### src/rtl/branch_predict_unit.sv
// branch_predict_unit: resolves RV32 conditional branches in execute. It holds a
// direct-mapped BTB with saturating direction counters that fetch reads, and it
// produces a registered redirect on a misprediction.
// Ports: clk/rst (async active-high reset).
//        fetch_pc_i -> pred_taken_o/pred_target_o (combinational lookup).
//        resolve_* / func3_i / src*_i / target_i / pred_*_i / flush_i -> resolve_done_o,
//        branch_taken_o, mispredict_o, redirect_pc_o (one-cycle registered pulse).
//        mispredict_count_o is a wrapping count of mispredictions.
module branch_predict_unit #(
  parameter int DataWidth = 32,
  parameter int Entries   = 16,
  parameter int CntWidth  = 2,
  parameter int IndexLsb  = 2
) (
  input  logic                 clk,
  input  logic                 rst,
  // fetch-side lookup
  input  logic [DataWidth-1:0] fetch_pc_i,
  output logic                 pred_taken_o,
  output logic [DataWidth-1:0] pred_target_o,
  // execute-side resolution
  input  logic                 resolve_valid_i,
  input  logic [DataWidth-1:0] resolve_pc_i,
  input  logic [2:0]           func3_i,
  input  logic [DataWidth-1:0] src1_i,
  input  logic [DataWidth-1:0] src2_i,
  input  logic [DataWidth-1:0] target_i,
  input  logic                 pred_taken_i,
  input  logic [DataWidth-1:0] pred_target_i,
  input  logic                 flush_i,
  // registered resolution result
  output logic                 resolve_done_o,
  output logic                 branch_taken_o,
  output logic                 mispredict_o,
  output logic [DataWidth-1:0] redirect_pc_o,
  output logic [31:0]          mispredict_count_o
);

  localparam int IdxW = $clog2(Entries);
  localparam int TagW = DataWidth - IndexLsb - IdxW;

  // Counter encodings: MSB set means "predict taken".
  localparam logic [CntWidth-1:0] CntWeakTaken    = CntWidth'(1) << (CntWidth - 1);
  localparam logic [CntWidth-1:0] CntWeakNotTaken = CntWeakTaken - CntWidth'(1);
  localparam logic [CntWidth-1:0] CntMax          = '1;
  localparam logic [CntWidth-1:0] CntMin          = '0;

  localparam logic [DataWidth-1:0] PcStep = DataWidth'(4);

  // ---------------------------------------------------------------------------
  // BTB storage
  // ---------------------------------------------------------------------------
  logic                 entry_valid  [Entries];
  logic [TagW-1:0]      entry_tag    [Entries];
  logic [DataWidth-1:0] entry_target [Entries];
  logic [CntWidth-1:0]  entry_cnt    [Entries];

  // ---------------------------------------------------------------------------
  // Fetch lookup (reads the pre-update array contents, so a same-cycle update
  // only becomes visible on the following cycle)
  // ---------------------------------------------------------------------------
  logic [IdxW-1:0] fetch_idx;
  logic [TagW-1:0] fetch_tag;
  logic            fetch_hit;

  assign fetch_idx = fetch_pc_i[IndexLsb +: IdxW];
  assign fetch_tag = fetch_pc_i[DataWidth-1 -: TagW];
  assign fetch_hit = entry_valid[fetch_idx] && (entry_tag[fetch_idx] == fetch_tag);

  always_comb begin
    pred_taken_o  = 1'b0;
    pred_target_o = fetch_pc_i + PcStep;
    if (fetch_hit && entry_cnt[fetch_idx][CntWidth-1]) begin
      pred_taken_o  = 1'b1;
      pred_target_o = entry_target[fetch_idx];
    end
  end

  // ---------------------------------------------------------------------------
  // Branch comparison
  // ---------------------------------------------------------------------------
  logic is_branch;
  logic cmp_taken;

  always_comb begin
    is_branch = 1'b1;
    cmp_taken = 1'b0;
    unique case (func3_i)
      3'b000:  cmp_taken = (src1_i == src2_i);
      3'b001:  cmp_taken = (src1_i != src2_i);
      3'b100:  cmp_taken = ($signed(src1_i) <  $signed(src2_i));
      3'b101:  cmp_taken = ($signed(src1_i) >= $signed(src2_i));
      3'b110:  cmp_taken = (src1_i <  src2_i);
      3'b111:  cmp_taken = (src1_i >= src2_i);
      default: is_branch = 1'b0;  // 010/011 are not branch encodings
    endcase
  end

  // ---------------------------------------------------------------------------
  // Resolution: correct next PC and misprediction check
  // ---------------------------------------------------------------------------
  logic                 res_fire;     // resolve that is allowed to have effects
  logic                 res_taken;
  logic                 res_mispredict;
  logic [DataWidth-1:0] res_next_pc;

  // A flush in the resolve cycle cancels everything the resolve would do,
  // including the pulse that would otherwise appear next cycle.
  assign res_fire       = resolve_valid_i && !flush_i;
  assign res_taken      = is_branch && cmp_taken;
  assign res_next_pc    = res_taken ? target_i : (resolve_pc_i + PcStep);
  assign res_mispredict = (res_taken != pred_taken_i) ||
                          (res_taken && (pred_target_i != target_i));

  // ---------------------------------------------------------------------------
  // Table update computation
  // ---------------------------------------------------------------------------
  logic [IdxW-1:0]     res_idx;
  logic [TagW-1:0]     res_tag;
  logic                res_hit;
  logic                tbl_write;
  logic [CntWidth-1:0] cur_cnt;
  logic [CntWidth-1:0] new_cnt;

  assign res_idx   = resolve_pc_i[IndexLsb +: IdxW];
  assign res_tag   = resolve_pc_i[DataWidth-1 -: TagW];
  assign res_hit   = entry_valid[res_idx] && (entry_tag[res_idx] == res_tag);
  assign tbl_write = res_fire && is_branch;
  assign cur_cnt   = entry_cnt[res_idx];

  always_comb begin
    new_cnt = cur_cnt;
    if (!res_hit) begin
      // Fresh or replaced entry starts weakly biased toward the observed outcome.
      new_cnt = res_taken ? CntWeakTaken : CntWeakNotTaken;
    end else if (res_taken) begin
      if (cur_cnt != CntMax) new_cnt = cur_cnt + CntWidth'(1);
    end else begin
      if (cur_cnt != CntMin) new_cnt = cur_cnt - CntWidth'(1);
    end
  end

  always_ff @(posedge clk or posedge rst) begin
    if (rst) begin
      for (int i = 0; i < Entries; i++) begin
        entry_valid[i]  <= 1'b0;
        entry_tag[i]    <= '0;
        entry_target[i] <= '0;
        entry_cnt[i]    <= CntWeakNotTaken;
      end
    end else if (tbl_write) begin
      entry_valid[res_idx] <= 1'b1;
      entry_tag[res_idx]   <= res_tag;
      entry_cnt[res_idx]   <= new_cnt;
      // On a hit the stored target only moves when the branch was taken;
      // an allocation always records the computed target.
      if (!res_hit || res_taken) begin
        entry_target[res_idx] <= target_i;
      end
    end
  end

  // ---------------------------------------------------------------------------
  // Registered result pulse and misprediction counter
  // ---------------------------------------------------------------------------
  always_ff @(posedge clk or posedge rst) begin
    if (rst) begin
      resolve_done_o <= 1'b0;
      branch_taken_o <= 1'b0;
      mispredict_o   <= 1'b0;
      redirect_pc_o  <= '0;
    end else begin
      resolve_done_o <= res_fire;
      branch_taken_o <= res_fire && res_taken;
      mispredict_o   <= res_fire && res_mispredict;
      redirect_pc_o  <= (res_fire && res_mispredict) ? res_next_pc : '0;
    end
  end

  always_ff @(posedge clk or posedge rst) begin
    if (rst) begin
      mispredict_count_o <= 32'd0;
    end else if (res_fire && res_mispredict) begin
      mispredict_count_o <= mispredict_count_o + 32'd1;
    end
  end

endmodule

### config.mk
export PLATFORM = sky130hd
export DESIGN_NAME = branch_predict_unit
export DESIGN_NICKNAME = d
export VERILOG_FILES = /design/src/rtl/branch_predict_unit.sv
export SDC_FILE = /design/constraint.sdc
export NUM_CORES = 2
export LEC_CHECK = 0
export BUFFER_PORTS_ARGS = -buffer_cell sky130_fd_sc_hd__buf_4
export CAP_MARGIN = 20
export CORE_MARGIN = 5
export CORE_UTILIZATION = 25
export CTS_CLUSTER_DIAMETER = 40
export DETAILED_ROUTE_END_ITERATION = 10
export PLACE_DENSITY_LB_ADDON = 0.3
export SYNTH_ARGS = -nofsm -noshare
export SYNTH_HDL_FRONTEND = slang
export SYNTH_SLANG_ARGS = --single-unit
### constraint.sdc
create_clock -name clk -period 48.9 [get_ports clk]
set_input_delay 7.335 -clock clk [delete_from_list [all_inputs] [get_ports clk]]
set_output_delay 7.335 -clock clk [all_outputs]
set_load 0.03 [all_outputs]
==> results.yml <==
hold_path:
  holdCritPathClass: "flop to flop"
yosys:
  synth_area_um2: 55430
  async_flop_share_pct: 100.0
  synth-edff-count: 0
  yosys_warnings: 0
  avgSynthCellArea_um2: 14.20
  yosys.cell_types.count: 79
  syn_inst: 3904
  seq_area_frac_synth_pct: 47.12
  ys_ff_latch: 1043
  syn_nets: 4142
  yosys_most_used_dff: "dfrtp_1"
route:
  drcViolationCount: 0
  wl_per_cell_um: 26.79
  drt-initial-drc-count: 2473
  totalWireLength_um: 191400
  vias_per_cell: 4.803
  dr.pass1.iters: 5
  postRouteAntennaNets: 0
  vias: 34310
setup_path:
  slowest_delay_ps: 820
  cp_top_family: "buffers and inverters"
  endpoint_kind: "output pin"
  critical_path.cell_chain: "buf_8, buf_4, buf_4, mux4_2, mux4_2, xor2_1, nor4_1, nand3_1, nor2_4, buf_4, mux2_2, buf_4"
  cp_slowest_cell: "buf_4"
  cp.arrival_ps: 13040
  crit_fanout: 75
  critPathRequiredTime_ps: 41560
  critPathKind: "input pin to output pin"
  path_buf_inv: 5
  cpMostUsedCell: "buf_4"
  start_kind: "input pin"
timing:
  post-route-min-period_ps: 20380
  fmax_mhz: 49.07
  hold_viol: 0
  final_max_slew_viol_count: 0
  fin_crit_sh_pct: 41.67
  fin_setup_tns_ps: 0
  skew_ps: 95.74
  fin_worst_hold_slack_ps: 484.7
  relSlewSlack_pct: 27.24
  layout_setup_ws_ps: 28520
  tightest_slew_ps: 1091
  setup_viol: 0
  rsz0062_at_grt: "no"
clocking:
  clkSinkCount: 1043
  cts_tree: "yes"
  cts_buffers: 157
  ctsResizeCount: 0
  clk_pin_slew_ps: 50
  hold_buffers: 0
  cts_htree_levels: 4
  post_cts_buffers: 0
  cts_root_buf: "clkbuf_16"
  clockBufferDepth: 3
  clkLatencyLatePin_ps: 830
placement:
  place_ws_ps: 28350
  io_buffers: 299
  gp_congestion: 0.8148
  placed_cells: 6839
  place_hpwl_um: 121500
grt:
  grt.met3_usage_pct: 2.597
  grtUsageTotal_pct: 16.35
  use_met2_pct: 28.26
  busiest_layer: "met2"
  first_global_vias: 36310
  grt_pass1_wl_um: 276200
  antenna_found_initial: 16
  use_met1_pct: 20.06
  grt_overflow: 0
  grt_max_degree: 185
floorplan:
  die_width_um: 480.9
  core_um2: 220200
  rows: 172
  ios: 300
  dieArea_um2: 231300
  start_util_pct: 25.18
  die_h_um: 480.9
power:
  p_leak_nw: 29.72
  pwr_density_cell_nw_per_um2: 42.82
  vdd_ir_drop_max_mv: 0.03740
  p_total_mw: 2.807
cells_and_area:
  final_nets: 4279
  fillers: 22020
  finalNonFillerCells: 7144
  drive_gt1_share_pct: 45.28
  area_delta_synth_final_pct: 18.25
flow_run:
  maxCapViolations: 0
run_status:
  status: "completed"
[Yosys cell counts (5+ instances only)]
cell type | instances | area, um2
and3_1 | 22 | 137.6
nor2b_1 | 30 | 187.7
buf_12 | 31 | 620.6
buf_6 | 10 | 112.6
nor3_1 | 22 | 110.1
o21ai_0 | 129 | 645.6
a31oi_1 | 11 | 68.82
xnor2_1 | 86 | 753.2
a211oi_1 | 51 | 382.9
clkbuf_1 | 205 | 769.5
xor2_1 | 81 | 709.4
mux2_1 | 42 | 473.0
a22oi_1 | 21 | 157.7
nand2b_1 | 29 | 181.4
inv_1 | 53 | 198.9
mux2_4 | 271 | 4069
a22o_1 | 6 | 52.55
nor4_1 | 16 | 100.1
nand3_1 | 58 | 290.3
dfstp_2 | 16 | 420.4
nand4_1 | 27 | 168.9
buf_8 | 12 | 180.2
buf_1 | 47 | 176.4
nand2_1 | 215 | 807.0
buf_4 | 33 | 247.7
mux2_2 | 555 | 6250
ha_1 | 38 | 475.5
dfrtp_1 | 1027 | 25700
buf_2 | 40 | 200.2
clkbuf_2 | 6 | 30.03
mux2i_1 | 118 | 1181
a21oi_1 | 45 | 225.2
mux4_1 | 12 | 315.3
nor3b_1 | 5 | 37.54
nor2_1 | 86 | 322.8
nand2b_4 | 10 | 137.6
o31ai_1 | 17 | 127.6
mux4_2 | 346 | 7792
or2_2 | 6 | 37.54
and2_1 | 9 | 56.30
[per-layer routing]
| layer | wire (um) | share of wire [%] |
|---|---|---|
| met5 | 0 | 0 |
| met4 | 9146 | 4.8 |
| met3 | 7423 | 3.9 |
| met2 | 96530 | 50 |
| met1 | 78320 | 41 |
[cell families after synthesis]
logic type	after synthesis	share of synthesized area, %
buf+inv	444	4.656
compound gates	315	3.539
simple gates	552	4.920
flops	1043	47.12
fa+ha+maj	38	0.8577
mux	1345	36.27
xor+xnor	167	2.639
[power by group]
group	internal, mW	switching (mW)
registers	1.01	0.0954
logic	0.268	0.211
clock network	0.746	0.474
total	2.03	0.780
[final cells by class]
class	instances	area (um2)	share of cell area, %
Multi-Input combinational cell	2417	26870	41.00
Sequential cell	1043	26120	39.85
Clock buffer	174	4103	6.259
Tap cell	2958	3701	5.646
Timing Repair Buffer	365	2835	4.325
Clock inverter	114	1657	2.527
Inverter	57	221.5	0.3378
Antenna cell	16	40.04	0.06108
[registers in the layout, summed over array words and instances (netlist names)]
signal / count
entry_target: 512
entry_tag: 416
entry_cnt: 32
mispredict_count_o: 32
redirect_pc_o: 32
entry_valid: 16
branch_taken_o: 1
mispredict_o: 1
resolve_done_o: 1
[worst paths after layout]
kind                                   startpoint                 to  slack (ps)  cells past startpoint
worst max-delay path                fetch_pc_i[2]  pred_target_o[26]       28520                     12
worst min-delay path            entry_target[344]  entry_target[344]         480                      1
worst max register to register     entry_tag[275]  entry_target[121]       44060                     10
worst min register to register  entry_target[344]  entry_target[344]         480                      1
max in group asynchronous                     rst  entry_target[467]       38070                      6
min in group asynchronous                     rst   redirect_pc_o[0]        6660                      2
[per-stage QoR]
stage               cell area [um2]  utilization (%)
detailed placement            59740            27.14
floorplan                     55430                -
finish                        65550            29.78
CTS                           65500            29.75
global placement              59740            27.14
global route                  65540            29.77
[cell usage in the layout (no fill, tap or decap), types with 19 or more instances in the layout]
master / Yosys / layout
a211oi_1: 51 / 51
a21oi_1: 45 / 45
a22oi_1: 21 / 21
and3_1: 22 / 22
buf_4: 33 / 354
bufinv_16: 0 / 23
clkbuf_16: 0 / 157
clkinv_2: 0 / 19
clkinv_4: 0 / 19
dfrtp_1: 1027 / 1027
ha_1: 38 / 38
inv_1: 53 / 52
mux2_1: 42 / 42
mux2_2: 555 / 555
mux2_4: 271 / 271
mux2i_1: 118 / 118
mux4_2: 346 / 346
nand2_1: 215 / 215
nand2b_1: 29 / 23
nand3_1: 58 / 41
nand4_1: 27 / 27
nor2_1: 86 / 85
nor2b_1: 30 / 30
nor3_1: 22 / 22
o21ai_0: 129 / 129
xnor2_1: 86 / 86
xor2_1: 81 / 81
[worst reg2reg max path: stages (launching register included)]
cell,delay (ps)
dfrtp_1,400
mux4_1,500
mux2i_1,270
xor2_1,450
o2111ai_1,180
a211oi_1,230
or4b_4,520
nor3_4,450
nand2_4,330
nand2b_4,930
mux2_1,420
No activity file was read; power rests on OpenSTA's default activity.
